`config.mk`:
```
export PLATFORM = sky130hd
export DESIGN_NAME = lsu_ctrl
export DESIGN_NICKNAME = d
export VERILOG_FILES = /design/src/rtl/riscv_lsu_pkg.sv /design/src/rtl/lsu_align.sv /design/src/rtl/lsu_ctrl.sv
export SDC_FILE = /design/constraint.sdc
export NUM_CORES = 1
export LEC_CHECK = 0
export ABC_AREA = 1
export BUFFER_PORTS_ARGS = -buffer_cell sky130_fd_sc_hd__clkbuf_2
export CAP_MARGIN = 20
export CORE_ASPECT_RATIO = 1.4
export CORE_UTILIZATION = 49
export CTS_BUF_LIST = sky130_fd_sc_hd__clkbuf_4 sky130_fd_sc_hd__clkbuf_8 sky130_fd_sc_hd__clkbuf_16
export CTS_CLUSTER_DIAMETER = 50
export DETAILED_ROUTE_END_ITERATION = 12
export PLACE_DENSITY_LB_ADDON = 0.2
export RECOVER_POWER = 50
export SYNTH_ARGS = -nofsm -noshare
export SYNTH_HDL_FRONTEND = slang
export SYNTH_SLANG_ARGS = --single-unit
```
`constraint.sdc`:
```
create_clock -name i_clk -period 1.94 [get_ports i_clk]
set_clock_uncertainty 0.05 [all_clocks]
set_input_delay 0 -clock i_clk [delete_from_list [all_inputs] [get_ports i_clk]]
set_output_delay 0 -clock i_clk [all_outputs]
set_load 0.02 [all_outputs]
```
`src/rtl/riscv_lsu_pkg.sv`:
```
// Shared types and constants for the load/store sequencer.
package riscv_lsu_pkg;

    typedef enum logic [1:0] {
        StIdle = 2'd0,
        StReq  = 2'd1,
        StWait = 2'd2,
        StDone = 2'd3
    } lsu_state_e;

    localparam logic [2:0] F3_B  = 3'b000;
    localparam logic [2:0] F3_H  = 3'b001;
    localparam logic [2:0] F3_W  = 3'b010;
    localparam logic [2:0] F3_BU = 3'b100;
    localparam logic [2:0] F3_HU = 3'b101;

    localparam logic [1:0] RES_ALU = 2'b00;
    localparam logic [1:0] RES_MEM = 2'b01;
    localparam logic [1:0] RES_PC4 = 2'b10;

    // Misaligned access or a funct3 with no load/store meaning.
    function automatic logic access_illegal(input logic [2:0] funct3,
                                            input logic [1:0] addr_lo);
        logic w_bad;
        case (funct3)
            F3_B, F3_BU: w_bad = 1'b0;
            F3_H, F3_HU: w_bad = addr_lo[0];
            F3_W:        w_bad = (addr_lo != 2'b00);
            default:     w_bad = 1'b1;
        endcase
        return w_bad;
    endfunction

endpackage

```
`src/rtl/lsu_align.sv`:
```
// Byte-lane forming for stores and byte/half extraction with extension for loads.
module lsu_align
    import riscv_lsu_pkg::*;
#(
    parameter int unsigned XLEN = 32
) (
    input  logic [2:0]      i_st_funct3,
    input  logic [1:0]      i_st_addr_lo,
    input  logic [XLEN-1:0] i_st_wdata,
    output logic [3:0]      o_st_be,
    output logic [XLEN-1:0] o_st_wdata,
    input  logic [2:0]      i_ld_funct3,
    input  logic [1:0]      i_ld_addr_lo,
    input  logic [XLEN-1:0] i_ld_rdata,
    output logic [XLEN-1:0] o_ld_data
);

    logic [XLEN-1:0] w_ld_shifted;
    logic [7:0]      w_ld_byte;
    logic [15:0]     w_ld_half;

    // Store side: replicate the datum into every lane so the enables alone pick the target.
    always_comb begin
        o_st_be    = 4'hF;
        o_st_wdata = i_st_wdata;
        case (i_st_funct3[1:0])
            2'b00: begin
                o_st_be    = 4'b0001 << i_st_addr_lo;
                o_st_wdata = {(XLEN/8){i_st_wdata[7:0]}};
            end
            2'b01: begin
                o_st_be    = 4'b0011 << i_st_addr_lo;
                o_st_wdata = {(XLEN/16){i_st_wdata[15:0]}};
            end
            default: begin
                o_st_be    = 4'hF;
                o_st_wdata = i_st_wdata;
            end
        endcase
    end

    assign w_ld_shifted = i_ld_rdata >> {i_ld_addr_lo, 3'b000};
    assign w_ld_byte    = w_ld_shifted[7:0];
    assign w_ld_half    = w_ld_shifted[15:0];

    // Load side: pick the addressed lane, then sign- or zero-extend.
    always_comb begin
        o_ld_data = i_ld_rdata;
        case (i_ld_funct3)
            F3_B:    o_ld_data = {{(XLEN-8){w_ld_byte[7]}}, w_ld_byte};
            F3_H:    o_ld_data = {{(XLEN-16){w_ld_half[15]}}, w_ld_half};
            F3_BU:   o_ld_data = {{(XLEN-8){1'b0}}, w_ld_byte};
            F3_HU:   o_ld_data = {{(XLEN-16){1'b0}}, w_ld_half};
            default: o_ld_data = i_ld_rdata;
        endcase
    end

endmodule

```
`src/rtl/lsu_ctrl.sv`:
```
// Multi-cycle load/store sequencer: stalls the core while a data-bus access is in flight.
module lsu_ctrl
    import riscv_lsu_pkg::*;
#(
    parameter int unsigned XLEN    = 32,
    parameter int unsigned TIMEOUT = 255
) (
    input  logic            i_clk,
    input  logic            i_rst,
    input  logic            i_mem_read,
    input  logic            i_mem_write,
    input  logic [2:0]      i_funct3,
    input  logic [XLEN-1:0] i_addr,
    input  logic [XLEN-1:0] i_wdata,
    input  logic [1:0]      i_result_src_in,
    output logic            o_stall,
    output logic [1:0]      o_result_sel,
    output logic [XLEN-1:0] o_load_data,
    output logic            o_access_err,
    output logic            o_timeout_err,
    output logic            o_bus_req,
    output logic            o_bus_we,
    output logic [XLEN-1:0] o_bus_addr,
    output logic [XLEN-1:0] o_bus_wdata,
    output logic [3:0]      o_bus_be,
    input  logic            i_bus_gnt,
    input  logic            i_bus_rvalid,
    input  logic [XLEN-1:0] i_bus_rdata
);

    localparam logic [15:0] CntLast = 16'(TIMEOUT - 1);

    lsu_state_e      r_state, w_state_d;
    logic [15:0]     r_cnt;
    logic [2:0]      r_funct3;
    logic [1:0]      r_addr_lo;
    logic            r_bus_we;
    logic [XLEN-1:0] r_bus_addr;
    logic [XLEN-1:0] r_bus_wdata;
    logic [3:0]      r_bus_be;
    logic [XLEN-1:0] r_load_data;
    logic            r_timeout_err;

    logic            w_access;
    logic            w_illegal;
    logic            w_start;
    logic            w_hit;
    logic            w_abort;
    logic [3:0]      w_st_be;
    logic [XLEN-1:0] w_st_wdata;
    logic [XLEN-1:0] w_ld_data;

    assign w_access  = i_mem_read | i_mem_write;
    assign w_illegal = access_illegal(i_funct3, i_addr[1:0]);
    assign w_start   = !i_rst && (r_state == StIdle) && w_access && !w_illegal;
    assign w_hit     = (r_cnt == CntLast);
    // A grant or read-data arriving on the final allowed cycle still completes normally.
    assign w_abort   = w_hit && (((r_state == StReq) && !i_bus_gnt) ||
                                 ((r_state == StWait) && !i_bus_rvalid));

    lsu_align #(
        .XLEN (XLEN)
    ) u_align (
        .i_st_funct3  (i_funct3),
        .i_st_addr_lo (i_addr[1:0]),
        .i_st_wdata   (i_wdata),
        .o_st_be      (w_st_be),
        .o_st_wdata   (w_st_wdata),
        .i_ld_funct3  (r_funct3),
        .i_ld_addr_lo (r_addr_lo),
        .i_ld_rdata   (i_bus_rdata),
        .o_ld_data    (w_ld_data)
    );

    // Next state, stall, result select and the access-error pulse.
    always_comb begin
        w_state_d    = r_state;
        o_stall      = 1'b0;
        o_access_err = 1'b0;
        o_result_sel = i_result_src_in;
        unique case (r_state)
            StIdle: begin
                if (!i_rst && w_access) begin
                    if (w_illegal) begin
                        o_access_err = 1'b1;
                    end else begin
                        o_stall   = 1'b1;
                        w_state_d = StReq;
                    end
                end
            end
            StReq: begin
                o_stall = 1'b1;
                if (i_bus_gnt) begin
                    w_state_d = r_bus_we ? StDone : StWait;
                end else if (w_abort) begin
                    w_state_d = StDone;
                end
            end
            StWait: begin
                o_stall = 1'b1;
                if (i_bus_rvalid || w_abort) begin
                    w_state_d = StDone;
                end
            end
            StDone: begin
                // Retire cycle: the stalled instruction writes back now.
                if (!r_bus_we) begin
                    o_result_sel = RES_MEM;
                end
                w_state_d = StIdle;
            end
            default: w_state_d = StIdle;
        endcase
    end

    // State, access latches, timeout counter and load result register.
    always_ff @(posedge i_clk) begin
        if (i_rst) begin
            r_state       <= StIdle;
            r_cnt         <= '0;
            r_funct3      <= '0;
            r_addr_lo     <= '0;
            r_bus_we      <= 1'b0;
            r_bus_addr    <= '0;
            r_bus_wdata   <= '0;
            r_bus_be      <= '0;
            r_load_data   <= '0;
            r_timeout_err <= 1'b0;
        end else begin
            r_state <= w_state_d;
            if (w_start) begin
                r_cnt       <= '0;
                r_funct3    <= i_funct3;
                r_addr_lo   <= i_addr[1:0];
                // Read wins when both strobes are raised.
                r_bus_we    <= !i_mem_read;
                r_bus_addr  <= {i_addr[XLEN-1:2], 2'b00};
                r_bus_wdata <= i_mem_read ? '0 : w_st_wdata;
                r_bus_be    <= w_st_be;
            end else if ((r_state == StReq) || (r_state == StWait)) begin
                r_cnt <= r_cnt + 16'd1;
            end
            if ((r_state == StWait) && i_bus_rvalid) begin
                r_load_data <= w_ld_data;
            end else if (w_abort) begin
                r_load_data   <= '0;
                r_timeout_err <= 1'b1;
            end
        end
    end

    assign o_bus_req     = (r_state == StReq);
    assign o_bus_we      = r_bus_we;
    assign o_bus_addr    = r_bus_addr;
    assign o_bus_wdata   = r_bus_wdata;
    assign o_bus_be      = r_bus_be;
    assign o_load_data   = r_load_data;
    assign o_timeout_err = r_timeout_err;

endmodule
```
Word-level counts from Yosys, hierarchy flattened --
Index checks and enable logic that the tools add are counted.
Word-level totals: register bits after elaboration 123, latch bits 0, memory bits (writable) 0, ROM bits 0, bits of input ports 107, output and inout bits 107, logic and storage cells 82, memories kept 0
Cells by class: add/sub/neg operators 1, $mul 0, divide/modulo/power cells 0, order comparisons 0, equality and inequality tests 16, shift-type cells 3, mux-type cells 22, bitwise gates (word level) 2, reductions and logical operators 28
Operators with widths (number):
- one-hot mux 32 bit (4 select lines) | 1
- 2-to-1 mux 32 bit | 3
- one-hot mux 32 bit (2 select lines) | 1
- right shift 32 x 5 -> 16 bit | 1
- adder 16 x 1 -> 16 bit (second input constant) | 1
- equality test 16 x 8 -> 1 bit (second input constant) | 1
- 2-to-1 mux 2 bit | 7
- equality test 3 bit (second input constant) | 4
- logical AND 1 bit | 8
- one-hot mux 2 bit (4 select lines) | 1
- one-hot mux 4 bit (2 select lines) | 1
- OR reduction 2 bit | 4
- equality test 3 x 1 -> 1 bit (second input constant) | 2
- logical NOT 3 bit | 2
- 2-to-1 mux 1 bit | 6
- logical NOT 1 bit | 5
- equality test 2 x 1 -> 1 bit (second input constant) | 2
- equality test 2 bit (second input constant) | 2
- logical NOT 2 bit | 2
- != test 2 x 1 -> 1 bit (second input constant) | 2
- AND reduction 4 bit | 1
- nonzero test 2 bit | 2
- << shifter 1 x 2 -> 4 bit (first input constant) | 1
- << shifter 2 x 2 -> 4 bit (first input constant) | 1
- 9 further kinds | 11

Longest topological paths before layout --
word-level depth 7, depth in mapped cells 10, depth with buffers taken out 9

Cells and area by module --
Synthesis repeated with hierarchy kept, for this count alone.
Second synthesis, totals: cells, all modules 920, area, all modules 6195.9 um^2
Modules (own cells, without submodules):
- lsu_ctrl | times used 1, cells an instance 619, area each 4769.6 um^2, seq. area each 2462.4 um^2
- lsu_align | times used 1, cells an instance 301, area each 1426.4 um^2, seq. area each 0.0 um^2

Least setup slack after synthesis --
OpenSTA, ideal clock, no wires.
path kind reg2reg, start register r_state[0], end register r_cnt[14], library setup time 0.120 ns, arrival 1.509 ns, data required time 1.770 ns, path slack 0.261 ns, cell stages (with the launch flop) 8, path buffers 0, period minus slack after synthesis 1.679 ns, cell sequence dfxtp_1 > inv_1 > ha_1 > inv_1 > nor3_1 > nand3_1 > nand2_1 > a21oi_1
On the way: cells in the longest elaborated chain, start to end 5, elaborated cells on any way between the ends 8, classes of those cells 2 x eq/ne; 6 x reduce/logical
RTL lines:
- from (decl) | line lsu_ctrl.sv:33 | lsu_state_e r_state, w_state_d;
- from (signal assigned) | line lsu_ctrl.sv:120 | r_state <= StIdle;
- from (signal assigned) | line lsu_ctrl.sv:131 | r_state <= w_state_d;
- logical NOT 2 bit | line lsu_ctrl.sv:55 | assign w_start = !i_rst && (r_state == StIdle) && w_access && !w_illegal;
- logical AND 1 bit (3 in series) | line lsu_ctrl.sv:55
- OR reduction 2 bit (no source line)
- to (signal assigned) | line lsu_ctrl.sv:142 | r_cnt <= r_cnt + 16'd1;
- to (decl) | line lsu_ctrl.sv:34 | logic [15:0] r_cnt;
Parallel ways exist; a longest one is shown, timed or not. A chain may end at the register's enable or synchronous reset.

Final worst setup path --
start input port i_funct3[1], end register r_bus_wdata[24], in the netlist o_bus_wdata[24]
On the way: cells in the longest elaborated chain, start to end 5, elaborated cells on any way between the ends 14, classes of those cells 5 x eq/ne; 3 x mux; 6 x reduce/logical
RTL lines:
- from (decl) | line lsu_ctrl.sv:12 | input logic [2:0] i_funct3,
- equality test 3 x 1 -> 1 bit (tied with other cells) | line riscv_lsu_pkg.sv:25 | case (funct3)
- OR reduction 2 bit | line riscv_lsu_pkg.sv:25
- one-hot mux 1 bit (3 select lines) | line riscv_lsu_pkg.sv:25
- logical NOT 1 bit | line lsu_ctrl.sv:55
- logical AND 1 bit | line lsu_ctrl.sv:55
- to (signal assigned) | line lsu_ctrl.sv:139 | r_bus_wdata <= i_mem_read ? '0 : w_st_wdata;
- to (decl) | line lsu_ctrl.sv:39 | logic [XLEN-1:0] r_bus_wdata;
Parallel ways exist; a longest one is shown, timed or not.

==> run summary <==
Final Max Slew Viols: 0
Worst R2R Setup Slack: 200 ps
Worst min-delay path startpoint: i_bus_gnt
Die H: 129.7 um
Share of cells above drive strength 1: 15.97%
Yosys top cell area share: 43.13%
Power per Cell Area: 967.4 nW/um2
Req. time, crit path: 2190 ps
Global Route Usage Sum: 30.34%
Vias in the first global route: 6,357
H-Tree Depth: 4
Io pins: 214
Reg2reg end: r_cnt[15]$_SDFFE_PP0P_
Final Hold Viols: 0
Tcrit/Tclk final: 93.77%
Worst EP arrival: 2070 ps
Hold WC Path Type: in -> reg
Initial antenna violation count: 0
Vias post-DR: 6,711
Buffers on Ports: 211
Top cells by count, synth: nand2_1, dfxtp_1, a21oi_1
Primary FF master, synth: dfxtp_1
CTS max path bufs: 2
Synth area leaders: dfxtp_1, nand2_1, a21oi_1, nand3_1, nor2_1
Number of synthesized flops with an enable pin: 0
Initial core utilization: 50.35%
Area leader, netlist: dfxtp_1
Remaining DRCs: 0
Post-layout util: 74.10%
Initial DRC count: 320
Final-report setup violation count: 0
Area Growth Syn to Fin: 47.16%
Rows: 46
Worst-skew pair later-pin latency: 420 ps
#FFs+latches synth: 123
Core area: 11,340 um2
Maximum clock frequency: 0.5497 GHz
First-pass GRT wire length: 29.06 mm
Cell Area, Placed: 6908 um2
Hold depth: 6
Source of the worst register-to-register timing path: r_state[0]$_SDFFE_PP0P_
TritonCTS clock tree: done
Setup TNS: 0 ps
Period minus WS final: 1819 ps
DRT Pass-1 Iters: 9
Vias per inst: 5.198
Async SR Flop Fraction: 0%
Mapped cell area: 5709 um2
RePlAce Congestion: 0.8857
Placed Instances: 1,155
Die area: 12,090 um2
Clk sink count: 123
Worst Setup Start Kind: primary input
Root buffer cell: clkbuf_16
Crit end category: flip-flop
Synthesis Warnings: 0
DP HPWL: 11.81 mm
Count of distinct cell types in the synthesized netlist: 34
Max-Cap Viols: 0
Static Leak: 0.003630 uW
DR WL/cell: 14.38 um
Total Routed Length: 18.56 mm
Hold EP: r_state[0]$_SDFFE_PP0P_
Worst-path fanout max: 17
Worst-path clk slew: 60 ps
Design Area, Final: 8402 um2
Reg2reg path depth: 9
ANT nets after route: 0
# nets final: 1,248
Clock buffer count from CTS: 17
Worst slew pin tran: 740.4 ps
Mapped Avg Cell Area: 6.929 um2
RSZ-0062 raised after global routing: no
Register area share after synthesis: 43.13%
Crit Path Class: in -> reg
Max rail drop VDD: 0.0007119 V
Die span in x: 93.23 um
Cell with the most instances after synthesis: nand2_1
Filler cells: 899
Finished Layout Cells: 1,291
Power Total: 8128 uW
Largest net degree at the start of global routing: 69
Global route overflow: 0
Status: completed
Post-Synthesis Cells: 824
Slew HR: 50.64%
worst max-delay path, cell delays in order:
cell and delay [ps]:
dlygate4sd3_1 550, clkbuf_2 160, buf_4 210, nor2_4 180, nand2_1 100, o21ai_0 80, o21bai_1 130, dlygate4sd3_1 590
o21ai_1 60
cell type report:
cell class	count	area [um2]	share of cell area (%)
multi-input cells	597	2785	33.15
flip-flops and latches	123	2464	29.32
repair buffers	338	2170	25.82
clock buffers	18	439.2	5.227
inverters	56	215.2	2.561
well taps	144	180.2	2.144
clock inverters	14	146.4	1.742
diodes	1	2.502	0.02978
logic make-up after synthesis:
| family | after synthesis | share of synthesized area (%) |
|---|---|---|
| AO/OA/AOI/OAI | 166 | 15.25 |
| XOR/XNOR | 7 | 1.074 |
| adder cells (fa/ha/maj) | 8 | 1.753 |
| buffers and inverters | 105 | 8.350 |
| flip-flops | 123 | 43.13 |
| other | 1 | 0.06568 |
| AND/OR/NAND/NOR | 414 | 30.37 |
power breakdown:
group          internal (uW)  switching, uW
clock network           1920           1190
registers               2750            156
logic                    771           1330
how the worst max path moves through the flow:
stage | endpoint | slack [ps] | cells past startpoint | from
CTS | o_access_err | 30 | 6 | r_state[0]$_SDFFE_PP0P_
detailed placement | r_cnt[15]$_SDFFE_PP0P_ | 60 | 9 | r_state[0]$_SDFFE_PP0P_
global placement | r_cnt[15]$_SDFFE_PP0P_ | 130 | 9 | r_state[0]$_SDFFE_PP0P_
global route | r_cnt[7]$_SDFFE_PP0P_ | 1 | 9 | r_state[0]$_SDFFE_PP0P_
finish | o_bus_wdata[24]$_SDFFE_PP0P_ | 120 | 9 | i_funct3[1]
floorplan | r_cnt[14]$_SDFFE_PP0P_ | 260 | 7 | r_state[0]$_SDFFE_PP0P_
timing repair:
action                     in CTS  in global routing
gates resized for setup         0                  7
hold endpoints to repair       99                  0
setup endpoints to repair       0                  9
hold buffers                  101                  0
buffers inserted                0                  2
cell usage in the layout (no fill, tap or decap), types with 3 or more instances in the layout:
cell and instances:
nand2_1 238, dfxtp_1 122, clkbuf_2 108, clkbuf_1 104, dlygate4sd3_1 100, a21oi_1 93, nor2_1 77, nand3_1 76
inv_1 52, o21ai_0 32, buf_4 22, o21ai_1 19, clkbuf_16 17, o22ai_1 9, ha_1 8, o211ai_1 7
nor3_1 5, nor2_2 4, xor2_1 4, clkinv_2 4, nor2_4 3, nand4_1 3, xnor2_1 3, clkinv_4 3
clkinvlp_4 3, buf_12 3
flip-flops by register name (all words and copies together) (netlist names):
signal / cells
o_timeout_err: 1
r_cnt: 16
o_bus_addr: 30
r_addr_lo: 2
o_bus_we: 1
r_funct3: 3
r_state: 2
o_bus_be: 4
o_bus_wdata: 32
o_load_data: 32
per-stage QoR:
stage	hold slack [ps]	setup slack [ps]
after CTS	0.5010	28.19
final	3.233	120.8
after detailed placement	187.3	62.87
after floorplan	92.91	261.0
after global routing	53.83	1.166
after global placement	181.2	127.5
layer usage:
metal	track usage [%]	vias up	routed length (um)
li1	-	3295	-
met1	32.60	3039	6997
met2	54.28	307	9510
met3	6.585	70	1175
met4	18.10	0	875
met5	0	-	0
(Power assumes the default switching activity.)
